--- src/rtl/serial_pkg.sv ---
// Shared definitions for the serial link transmitter and receiver.
package serial_pkg;

  typedef enum logic [1:0] {
    IDLE  = 2'd0,
    START = 2'd1,
    DATA  = 2'd2,
    STOP  = 2'd3
  } state_t;

  localparam int unsigned FRAME_BITS = 10;
  localparam logic        LINE_IDLE  = 1'b1;

endpackage

--- src/rtl/baud_tick.sv ---
// Clock-enable bit-period divider: counts 0..CLKS_PER_BIT-1 while enabled.
module baud_tick #(
  parameter int unsigned CLKS_PER_BIT = 8
) (
  input  logic clk,
  input  logic rst,
  input  logic clr_i,
  input  logic en_i,
  output logic bit_end_o,
  output logic pre_end_o
);

  localparam int unsigned CNT_W = (CLKS_PER_BIT > 1) ? $clog2(CLKS_PER_BIT) : 1;

  logic [CNT_W-1:0] cnt_q;

  assign bit_end_o = en_i && (cnt_q == CNT_W'(CLKS_PER_BIT - 1));
  // One cycle ahead of bit_end, lets callers register a pulse that lands on bit_end.
  assign pre_end_o = en_i && (cnt_q == CNT_W'(CLKS_PER_BIT - 2));

  always_ff @(posedge clk or posedge rst) begin
    if (rst) begin
      cnt_q <= '0;
    end else if (clr_i) begin
      cnt_q <= '0;
    end else if (en_i) begin
      cnt_q <= bit_end_o ? '0 : cnt_q + CNT_W'(1);
    end
  end

endmodule

--- src/rtl/serial_tx.sv ---
// Byte-to-serial transmitter: start bit, DATA_BITS data bits LSB first, stop bit.
module serial_tx
  import serial_pkg::*;
#(
  parameter int unsigned CLKS_PER_BIT = 8,
  parameter int unsigned DATA_BITS    = 8
) (
  input  logic       clk,
  input  logic       rst,
  input  logic [7:0] tx_data,
  input  logic       tx_valid,
  output logic       tx_ready,
  output logic       tx_line,
  output logic       busy,
  output logic       done
);

  localparam int unsigned BCNT_W = (DATA_BITS > 1) ? $clog2(DATA_BITS) : 1;

  state_t                state_q;
  logic [DATA_BITS-1:0]  shift_q;
  logic [BCNT_W-1:0]     bitcnt_q;
  logic                  tx_line_q;
  logic                  tx_ready_q;
  logic                  busy_q;
  logic                  done_q;

  logic accept;
  logic bit_end;
  logic pre_end;

  assign accept = (state_q == IDLE) && tx_valid && tx_ready_q;

  baud_tick #(
    .CLKS_PER_BIT(CLKS_PER_BIT)
  ) u_baud_tick (
    .clk      (clk),
    .rst      (rst),
    .clr_i    (accept),
    .en_i     (state_q != IDLE),
    .bit_end_o(bit_end),
    .pre_end_o(pre_end)
  );

  // Outputs are set from the state being entered so they are all registered.
  always_ff @(posedge clk or posedge rst) begin
    if (rst) begin
      state_q    <= IDLE;
      shift_q    <= '0;
      bitcnt_q   <= '0;
      tx_line_q  <= LINE_IDLE;
      tx_ready_q <= 1'b1;
      busy_q     <= 1'b0;
      done_q     <= 1'b0;
    end else begin
      done_q <= 1'b0;
      case (state_q)
        IDLE: begin
          if (accept) begin
            shift_q    <= DATA_BITS'(tx_data);
            state_q    <= START;
            tx_line_q  <= 1'b0;
            tx_ready_q <= 1'b0;
            busy_q     <= 1'b1;
          end
        end
        START: begin
          if (bit_end) begin
            state_q   <= DATA;
            tx_line_q <= shift_q[0];
          end
        end
        DATA: begin
          if (bit_end) begin
            shift_q <= shift_q >> 1;
            if (bitcnt_q == BCNT_W'(DATA_BITS - 1)) begin
              bitcnt_q  <= '0;
              state_q   <= STOP;
              tx_line_q <= LINE_IDLE;
            end else begin
              bitcnt_q  <= bitcnt_q + BCNT_W'(1);
              tx_line_q <= shift_q[1];
            end
          end
        end
        STOP: begin
          if (pre_end) begin
            done_q <= 1'b1;
          end
          if (bit_end) begin
            state_q    <= IDLE;
            tx_ready_q <= 1'b1;
            busy_q     <= 1'b0;
          end
        end
        default: state_q <= IDLE;
      endcase
    end
  end

  assign tx_line  = tx_line_q;
  assign tx_ready = tx_ready_q;
  assign busy     = busy_q;
  assign done     = done_q;

endmodule

--- config.mk ---
export PLATFORM = sky130hd
export DESIGN_NAME = serial_tx
export DESIGN_NICKNAME = d
export VERILOG_FILES = /design/src/rtl/serial_pkg.sv /design/src/rtl/baud_tick.sv /design/src/rtl/serial_tx.sv
export SDC_FILE = /design/constraint.sdc
export NUM_CORES = 1
export LEC_CHECK = 0
export ABC_AREA = 1
export BUFFER_PORTS_ARGS = -buffer_cell sky130_fd_sc_hd__buf_2
export CORE_ASPECT_RATIO = 1.2
export CORE_UTILIZATION = 50
export CTS_CLUSTER_DIAMETER = 40
export DETAILED_ROUTE_END_ITERATION = 16
export MAX_ROUTING_LAYER = met4
export PLACE_DENSITY = 0.71
export SKIP_CTS_REPAIR_TIMING = 1
export SLEW_MARGIN = 20
export SYNTH_ARGS = -nofsm -noshare
export SYNTH_HDL_FRONTEND = slang
export SYNTH_SLANG_ARGS = --single-unit
--- constraint.sdc ---
create_clock -name clk -period 3.8 [get_ports clk]
set_clock_uncertainty 0.05 [all_clocks]
set_input_delay 0.38 -clock clk [delete_from_list [all_inputs] [get_ports clk]]
set_output_delay 0.38 -clock clk [all_outputs]
set_load 0.02 [all_outputs]
==> flow_metrics.tcl, run 1 <==
set metrics [dict create \
    grt_pass1_wl_um 3510 \
    cp-startpoint "state_q[0]" \
    p_clk_share_pct 10.1 \
    cts_tree "done" \
    synth-warning-count 0 \
    max_freq_mhz 551 \
    fin_nets 166 \
    synth_edf_count 0 \
    crit_type "reg -> reg" \
    holdWs_ps 139 \
    drv_slew 0 \
    final_cell_area_um2 1270 \
    via_per_inst 5.16 \
    critPathBufInv 2 \
    hp-class "in -> async" \
    async_flop_share_pct 100 \
    setup_tns_ps 0 \
    rsz0062_at_grt "false" \
    synth_cells 129 \
    grt_remaining_overflow 0 \
    cp_top_family "simple AND/OR/NAND/NOR gates" \
    crit_path_max_fanout 16 \
    startpoint_type "flip-flop" \
    dieArea_um2 2530 \
    rows 18 \
    syn_avg_cell_area_um2 9.03 \
    grt_util_all_layers_pct 20.2 \
    ys_ff_latch 20 \
    cp_slowest_cell "dfrtp_1" \
    status "complete, no violations" \
    ant_nets 0 \
    cts.path.max_buffers 2 \
    seqPwrFrac_pct 35.2 \
    max_cap_violations 0 \
    htreeDepth 1 \
    cts_buffers 3 \
    cts-root-buf "clkbuf_4" \
    grt_start_max_net_pins 21 \
    dpl.hpwl_um 1600 \
    place_inst 170 \
    synth_top_area_share_pct 38.7 \
    syn_area_um2 1160 \
    grt_pass1_vias 906 \
    synth_top_flop_cell "dfrtp_1" \
    power_density_nw_per_um2 803 \
    fin_crit_sh_pct 47.8 \
    period_needed_ps 1820 \
    clkSlewWorstSetupHoldPaths_ps 110 \
    top_level_ports 15 \
    p_sw_share_pct 46.1 \
    yosysMostFrequentCell "nand2_1" \
    intPower_mw 0.551 \
    core_area_um2 2120 \
    hold_viol 0 \
    gp_congestion 0.723 \
    combPwrFrac_pct 54.8 \
    wl_per_cell_um 12.1 \
    cts_sinks 20 \
    power.switching_mw 0.471 \
    drive_above_1_share_pct 29.2 \
    antenna_found_initial 0 \
    insertion_delay_ps 300 \
    crit_path_end_kind "flip-flop" \
    setup-violations-final 0 \
    arrival_ps 1960 \
    synth_area_leader_cell "dfrtp_1" \
    tightestPinTransition_ps 750 \
    p_leak_nw 0.652 \
    synth-seq-area-share_pct 43.2 \
    die_h_um 54.9 \
    ir_drop_mv 0.502 \
    num_antenna_cells 0 \
    cp_cell_sequence "inv_1, ha_1, inv_2, nand2_1, nand3_4, nand2_1, o21ai_2" \
    drtIter0Drc 23 \
    crit_required_ps 3950 \
    drc 0 \
    ys_types 24 \
    r2r_start "state_q[0]" \
    cp_common_cell "nand2_1" \
    vias 898 \
    fin_cells 174 \
    area_growth_syn_to_layout_pct 9.34 \
    portBuffers 14 \
    slowest_delay_ps 440 \
    yosys-top-cells-count "nand2_1 (31), dfrtp_1 (18), o21ai_0 (11)" \
    slew_headroom_pct 49.9 \
    synthTopCellsByArea "dfrtp_1 (39%), ha_1 (11%), nand2_1 (10%)" \
    die_w_um 46.1 \
    routed_wl_um 2100 \
    initial_core_util_pct 55.0 \
    drt_pass1_iterations 4 \
    placed_cell_area_um2 1250 \
    syn_nets 150 \
]
-- worst register-to-register path, stage by stage (launching register included) --
cell	delay, ps
dfrtp_1	440
inv_1	120
ha_1	370
inv_2	180
nand2_1	150
nand3_4	210
nand2_1	150
o21ai_2	60
-- placed cells by master (no fill, tap or decap) --
cell type,Yosys,final
buf_2,2,14
nand3_1,6,6
nor2_1,5,5
dfstp_2,2,2
nand2_1,31,31
o21ai_2,8,8
nand2_4,1,1
a31oi_1,1,1
ha_1,10,10
a21oi_1,2,2
o21ai_1,2,2
or2_2,6,6
dfrtp_1,18,18
clkbuf_4,0,3
o21bai_2,1,1
clkbuf_1,0,1
nand2_2,3,3
nand4_1,4,4
nand2_8,1,1
inv_2,2,2
inv_1,9,9
o21ai_0,11,11
nor3_1,1,1
a21boi_0,1,1
nand3_4,1,1
-- cell families (layout without fill, tap and decap cells) --
kind of cell | count (synthesis) | after routing | share of synthesized area (%)
compound gates | 26 | 26 | 14.6
flops | 20 | 20 | 43.2
simple gates | 59 | 59 | 25.8
fa+ha+maj | 10 | 10 | 10.7
buf+inv | 14 | 29 | 5.69
-- power by group through the flow --
| stage | clock (mW) | combinational, mW | sequential, mW |
|---|---|---|---|
| floorplan | 0 | 0.479 | 0.362 |
| global placement | 0 | 0.540 | 0.361 |
| detailed placement | 0 | 0.563 | 0.364 |
| CTS | 0.108 | 0.568 | 0.360 |
| global route | 0.115 | 0.643 | 0.370 |
| finish | 0.103 | 0.560 | 0.359 |
-- state kept, by name, summed over array words and instances (netlist names) --
signal             count
busy                   1
shift_q                8
tx_line                1
state_q                2
bitcnt_q               3
u_baud_tick.cnt_q      3
tx_ready               1
done                   1
-- per-layer routing --
| metal | wire length (µm) | GRT usage, % | vias up |
|---|---|---|---|
| met5 | 0 | - | - |
| met4 | 36 | 9.31 | 0 |
| met3 | 55 | 1.98 | 5 |
| met2 | 1040 | 36.6 | 13 |
| met1 | 965 | 21.8 | 421 |
| li1 | - | - | 459 |
-- stage by stage --
step                      worst slack, ps  util, %  total power [mW]
after floorplan                      2280        -             0.840
after global placement               2050     58.9             0.902
after detailed placement             2000     58.9             0.928
after CTS                            1980     60.2              1.04
after global routing                 1830     60.2              1.13
final                                1980     60.2              1.02
-- final cells by class --
type / instances / area (µm²)
fillers: 209 / 843
multi-input cells: 95 / 596
well taps: 30 / 37.5
flip-flops and latches: 20 / 503
repair buffers: 14 / 70.1
clock buffers: 4 / 26.3
inverters: 11 / 41.3
-- path summary, 6_finish.rpt --
kind | end | cells past startpoint | slack [ps]
max in group asynchronous | bitcnt_q[2] | 2 | 3080
min in group clk | u_baud_tick.cnt_q[1] | 2 | 220
max reg2reg | shift_q[3] | 7 | 1980
min | shift_q[2] | 2 | 140
min reg2reg | tx_line | 2 | 430
max | shift_q[3] | 7 | 1980
No activity file was read; power rests on OpenSTA's default activity.
==> run 2: changes to the inputs <==
- ABC_AREA: 1 -> 0
- PLACE_DENSITY: 0.71 -> 0.74
- clock period: 3.8 -> 1.57 ns (I/O delays scaled with it)
==> run 2 against run 1 <==
The run now ends with negative setup slack left. Die area is 3.9% lower. Combinational power is 94% lower. Critical endpoint is now state_q[0]. Clock power grew to 2.9 times the previous value. Largest cell class unchanged. Core utilization is 14 points higher.
==> flow_metrics.tcl, run 2 <==
set metrics [dict create \
    ys_ff_latch 20 \
    core_area_um2 2070 \
    cts.path.max_buffers 2 \
    syn_avg_cell_area_um2 11.4 \
    fin_crit_sh_pct 109 \
    crit_path_end_kind "flip-flop" \
    gp_congestion 0.840 \
    r2r_end "state_q[0]" \
    synth_edf_count 0 \
    initial_core_util_pct 53.9 \
    cts_buffers 3 \
    r2r_cells 5 \
    power_density_nw_per_um2 555 \
    synth-warning-count 0 \
    drtIter0Drc 2 \
    grt_pass1_vias 792 \
    top_register "shift_q" \
    die_w_um 45.2 \
    clkSlewWorstSetupHoldPaths_ps 110 \
    grt_remaining_overflow 0 \
    synth_top_area_share_pct 40.3 \
    insertion_delay_ps 290 \
    layout_commonest_cell "buf_4" \
    yosys-top-cells-count "dfrtp_1 (18), mux2_2 (17), ha_1 (10)" \
    power_mw 0.848 \
    largest_register_ffs 8 \
    synth_area_leader_cell "dfrtp_1" \
    drv_slew 0 \
    grt_start_max_net_pins 21 \
    portBuffers 14 \
    final_cell_mix "buf_4 (18), dfrtp_1 (16), buf_2 (14)" \
    fin_util_pct 73.7 \
    async_flop_share_pct 100 \
    ir_drop_mv 0.541 \
    r2r_start "state_q[1]" \
    p_leak_nw 0.726 \
    rsz0062_at_grt "true" \
    setup-violations-final 11 \
    dpl.hpwl_um 1580 \
    reg_top3 "shift_q: 8 flops, bitcnt_q: 3 flops, u_baud_tick.cnt_q: 3 flops" \
    vias 870 \
    arrival_ps 1850 \
    rows 18 \
    crit_path_max_fanout 4 \
    grt_pass1_wl_um 3380 \
    routed_wl_um 2270 \
    yosysMostFrequentCell "dfrtp_1" \
    crit_required_ps 1710 \
    synth_cells 98 \
    num_antenna_cells 0 \
    fin_nets 157 \
    cts-root-buf "clkbuf_4" \
    max_cap_violations 0 \
    tightestPinTransition_ps 261 \
    cts_sinks 20 \
    period_needed_ps 1720 \
    area_growth_syn_to_layout_pct 36.6 \
    die_h_um 53.8 \
    status "complete, but fails checks" \
    syn_nets 119 \
    wl_per_cell_um 13.8 \
    max_freq_mhz 583 \
    hp-class "in -> reg" \
    top_level_ports 15 \
    synthTopCellsByArea "dfrtp_1 (40%), mux2_2 (17%), ha_1 (11%)" \
    ys_types 32 \
    syn_area_um2 1120 \
    dieArea_um2 2430 \
    cts_tree "done" \
    startpoint_type "flip-flop" \
    slew_headroom_pct 82.6 \
    holdPathEnd "shift_q[3]" \
    hp-start "tx_data[3]" \
    ant_nets 0 \
    grt_util_all_layers_pct 20.2 \
    finalWorstSetupSlack_ps -147 \
    synth-seq-area-share_pct 45.0 \
    hold_depth 3 \
    drt_pass1_iterations 4 \
    r2r_slack_ps -150 \
    crit_type "reg -> reg" \
    hold_viol 0 \
    antenna_found_initial 0 \
    drc 0 \
    synth_top_flop_cell "dfrtp_1" \
    drive_above_1_share_pct 55.6 \
    htreeDepth 1 \
    via_per_inst 5.27 \
    violations "negative setup slack" \
]
run 2: changes by cell type after synthesis, sizes merged, moves of 2 or more:
cell | before | now
a22o | 0 | 2
inv | 11 | 5
mux2 | 0 | 17
nand2 | 36 | 4
nand2b | 0 | 3
nand3 | 7 | 1
nand4 | 4 | 1
o21ai | 21 | 8
or2 | 6 | 1
run 2: final cells by class:
type | instances | area [µm²]
clock buffers | 4 | 36.3
well taps | 30 | 37.5
flip-flops and latches | 20 | 505
inverters | 5 | 23.8
fillers | 152 | 546
multi-input cells | 70 | 674
repair buffers | 36 | 249
run 2: cells by family (layout without fill, tap and decap cells):
group	Yosys count	count (layout)	share of synthesized area, %
multiplexers	17	17	17.1
buffers and inverters	8	45	3.47
adder cells (fa/ha/maj)	10	10	11.2
AO/OA/AOI/OAI	21	21	12.3
flip-flops	20	20	45.0
AND/OR/NAND/NOR	22	22	10.9
run 2: worst max path at each step:
stage,slack (ps),from,endpoint,depth (start not counted)
2_1_floorplan,-120,u_baud_tick.cnt_q[0],shift_q[0],5
3_3_place_gp,-140,state_q[0],shift_q[6],6
3_5_place_dp,-160,state_q[1],state_q[0],5
4_1_cts,-180,state_q[0],shift_q[4],6
5_1_grt,-180,state_q[1],state_q[0],5
6_report,-150,state_q[1],state_q[0],5
run 2: critical path: stages, from the launching register on:
cell	delay [ps]
dfrtp_2	440
inv_4	70
ha_4	170
or3_4	380
a22o_1	210
o32a_1	280
run 2: metrics by stage:
step	cells	hold WS [ps]	setup slack, ps	TNS (ps)	cell area (µm²)
after floorplan	98	69.3	-122	-1210	1140
after CTS	162	-178	-184	-1960	1410
after global placement	158	140	-136	-1360	1370
final	165	167	-147	-1020	1530
after detailed placement	158	150	-162	-1660	1370
after global routing	165	152	-184	-1550	1530
run 2: power breakdown:
part	switching, mW	internal (mW)	total [mW]
combinational	0.0172	0.0160	0.0333
clock	0.153	0.141	0.295
sequential	0.00125	0.519	0.520
total	0.172	0.676	0.848
run 2: per-layer routing:
metal	global-route usage, %	up-vias	part of all wire [%]
li1	-	425	-
met2	33.1	14	52
met3	3.02	4	1.7
met4	7.58	0	2.2
met5	-	-	0
met1	25.1	427	44
==> run 3: changes to the inputs <==
- CELL_PAD_IN_SITES_DETAIL_PLACEMENT: default -> 1
- CELL_PAD_IN_SITES_GLOBAL_PLACEMENT: default -> 2
- CORE_UTILIZATION: 50 -> 33
- PLACE_DENSITY: 0.74 -> default
- PLACE_DENSITY_LB_ADDON: default -> 0.1
==> run 3 against run 2 <==
The flow still finishes with violations (negative setup slack). Via count up 1.0%. Global-route usage down 3.4 points. Sequential power about the same. Critical path depth unchanged. Clock power down 10%. Combinational power about the same. Total power down 3.5%. Sequential cell count unchanged. First-iteration DRC count rose to 4.5 times the previous value. Cell area down 4.1%. Largest cell class unchanged. Worst setup slack worse by 67 ps. Cell count up 3.6%.
==> flow_metrics.tcl, run 3 (synthesis gave the netlist of run 2 again) <==
set metrics [dict create \
    status "complete, but fails checks" \
    violations "negative setup slack" \
    cp-startpoint "state_q[1]" \
    period_needed_ps 1780 \
    arrival_ps 1930 \
    ir_drop_mv 0.349 \
    drive_above_1_share_pct 53.3 \
    grt_util_all_layers_pct 16.8 \
    p_leak_nw 0.715 \
    drt_pass1_iterations 2 \
    grt_remaining_overflow 0 \
    finalWorstSetupSlack_ps -214 \
    drtIter0Drc 9 \
    clkSlewWorstSetupHoldPaths_ps 120 \
    slowest_delay_ps 460 \
    intPower_mw 0.633 \
    cp_cell_sequence "inv_2, ha_2, or3_4, a22o_1, o32a_1" \
    crit_path_max_fanout 4 \
    max_freq_mhz 561 \
    pre_cts_ws_ps -245 \
    top_register "shift_q" \
    insertion_delay_ps 310 \
    seqPwrFrac_pct 63.5 \
    max_cap_violations 0 \
    core_area_um2 3140 \
    crit_required_ps 1720 \
    slew_headroom_pct 81.9 \
    setup_tns_ps -1980 \
    final_cell_area_um2 1460 \
    placed_cell_area_um2 1390 \
    setup-violations-final 12 \
    drv_slew 0 \
    fin_nets 157 \
    wl_per_cell_um 14.3 \
    vias 879 \
    cp_slowest_cell "dfrtp_2" \
    fin_crit_sh_pct 114 \
    cts_sinks 20 \
    startpoint_type "flip-flop" \
    hp-class "in -> reg" \
    top_level_ports 15 \
    fin_util_pct 46.7 \
    initial_core_util_pct 35.6 \
    area_growth_syn_to_layout_pct 31.0 \
    r2r_start "state_q[1]" \
    ant_nets 0 \
    reg_top3 "shift_q: 8 flops, bitcnt_q: 3 flops, u_baud_tick.cnt_q: 3 flops" \
    drc 0 \
    die_w_um 55.1 \
    layout_commonest_cell "buf_4" \
    grt_pass1_wl_um 4240 \
    gp_congestion 0.686 \
    largest_register_ffs 8 \
    final_cell_mix "buf_4 (20), mux2_2 (17), dfrtp_1 (17)" \
    die_h_um 65.7 \
    hp-start "tx_data[3]" \
    power.switching_mw 0.185 \
    crit_type "reg -> reg" \
    p_clk_share_pct 32.4 \
    power_density_nw_per_um2 559 \
    rows 22 \
    rsz0062_at_grt "true" \
    crit_path_end_kind "flip-flop" \
    combPwrFrac_pct 4.0 \
    fin_cells 171 \
    dieArea_um2 3620 \
    cts-root-buf "clkbuf_4" \
    place_inst 166 \
    portBuffers 14 \
    cts.path.max_buffers 2 \
    p_sw_share_pct 22.6 \
    grt_start_max_net_pins 21 \
    routed_wl_um 2450 \
    grt_pass1_vias 987 \
    via_per_inst 5.14 \
    cts_buffers 3 \
    antenna_found_initial 0 \
    dpl.hpwl_um 1940 \
    num_antenna_cells 0 \
    htreeDepth 1 \
    hold_viol 0 \
    cts_tree "done" \
    tightestPinTransition_ps 272 \
]
==> run 3: cell counts in the layout (fill, tap and decap cells not counted) <==
Identical to the previous run, type by type.
==> run 3: worst max-delay path, delay by kind of cell (launching register included) <==
| family | cells | cell delay (ps) |
|---|---|---|
| AOI/OAI and AO/OA | 2 | 520 |
| DFF | 1 | 460 |
| and+or+nand+nor | 1 | 390 |
| adders and majority gates | 1 | 180 |
| buffers and inverters | 1 | 70 |
==> run 3: area by class of cell <==
class	instances	area [µm²]
fill	362	1670
tap	36	45.0
clock buffer	4	26.3
sequential	20	504
timing repair buffer	36	241
multi-input combinational	70	628
inverter	5	18.8
==> run 3: power groups by stage <==
stage	registers (mW)	clock network (mW)	logic (mW)
CTS	0.520	0.286	0.0330
global route	0.520	0.303	0.0384
global placement	0.530	0	0.0309
floorplan	0.531	0	0.0105
detailed placement	0.530	0	0.0327
finish	0.520	0.265	0.0331
==> run 3: per-stage QoR <==
stage,power [mW],hold slack (ps)
after floorplan,0.542,69.3
after global placement,0.561,146
after detailed placement,0.562,155
after CTS,0.839,-199
after global routing,0.862,142
final,0.818,153
==> run 3: path summary, 6_finish.rpt <==
kind | end | slack [ps] | cells after the start
max in group asynchronous | tx_ready | 850 | 4
max reg2reg | state_q[0] | -210 | 5
min | shift_q[3] | 150 | 3
min reg2reg | bitcnt_q[1] | 460 | 2
max | state_q[0] | -210 | 5
min in group asynchronous | done | 360 | 4
==> run 3: per-layer routing <==
metal,track usage [%],wire length (µm)
met5,-,0
met4,5.63,48
met3,2.31,64
met2,30.7,1360
met1,17.5,974
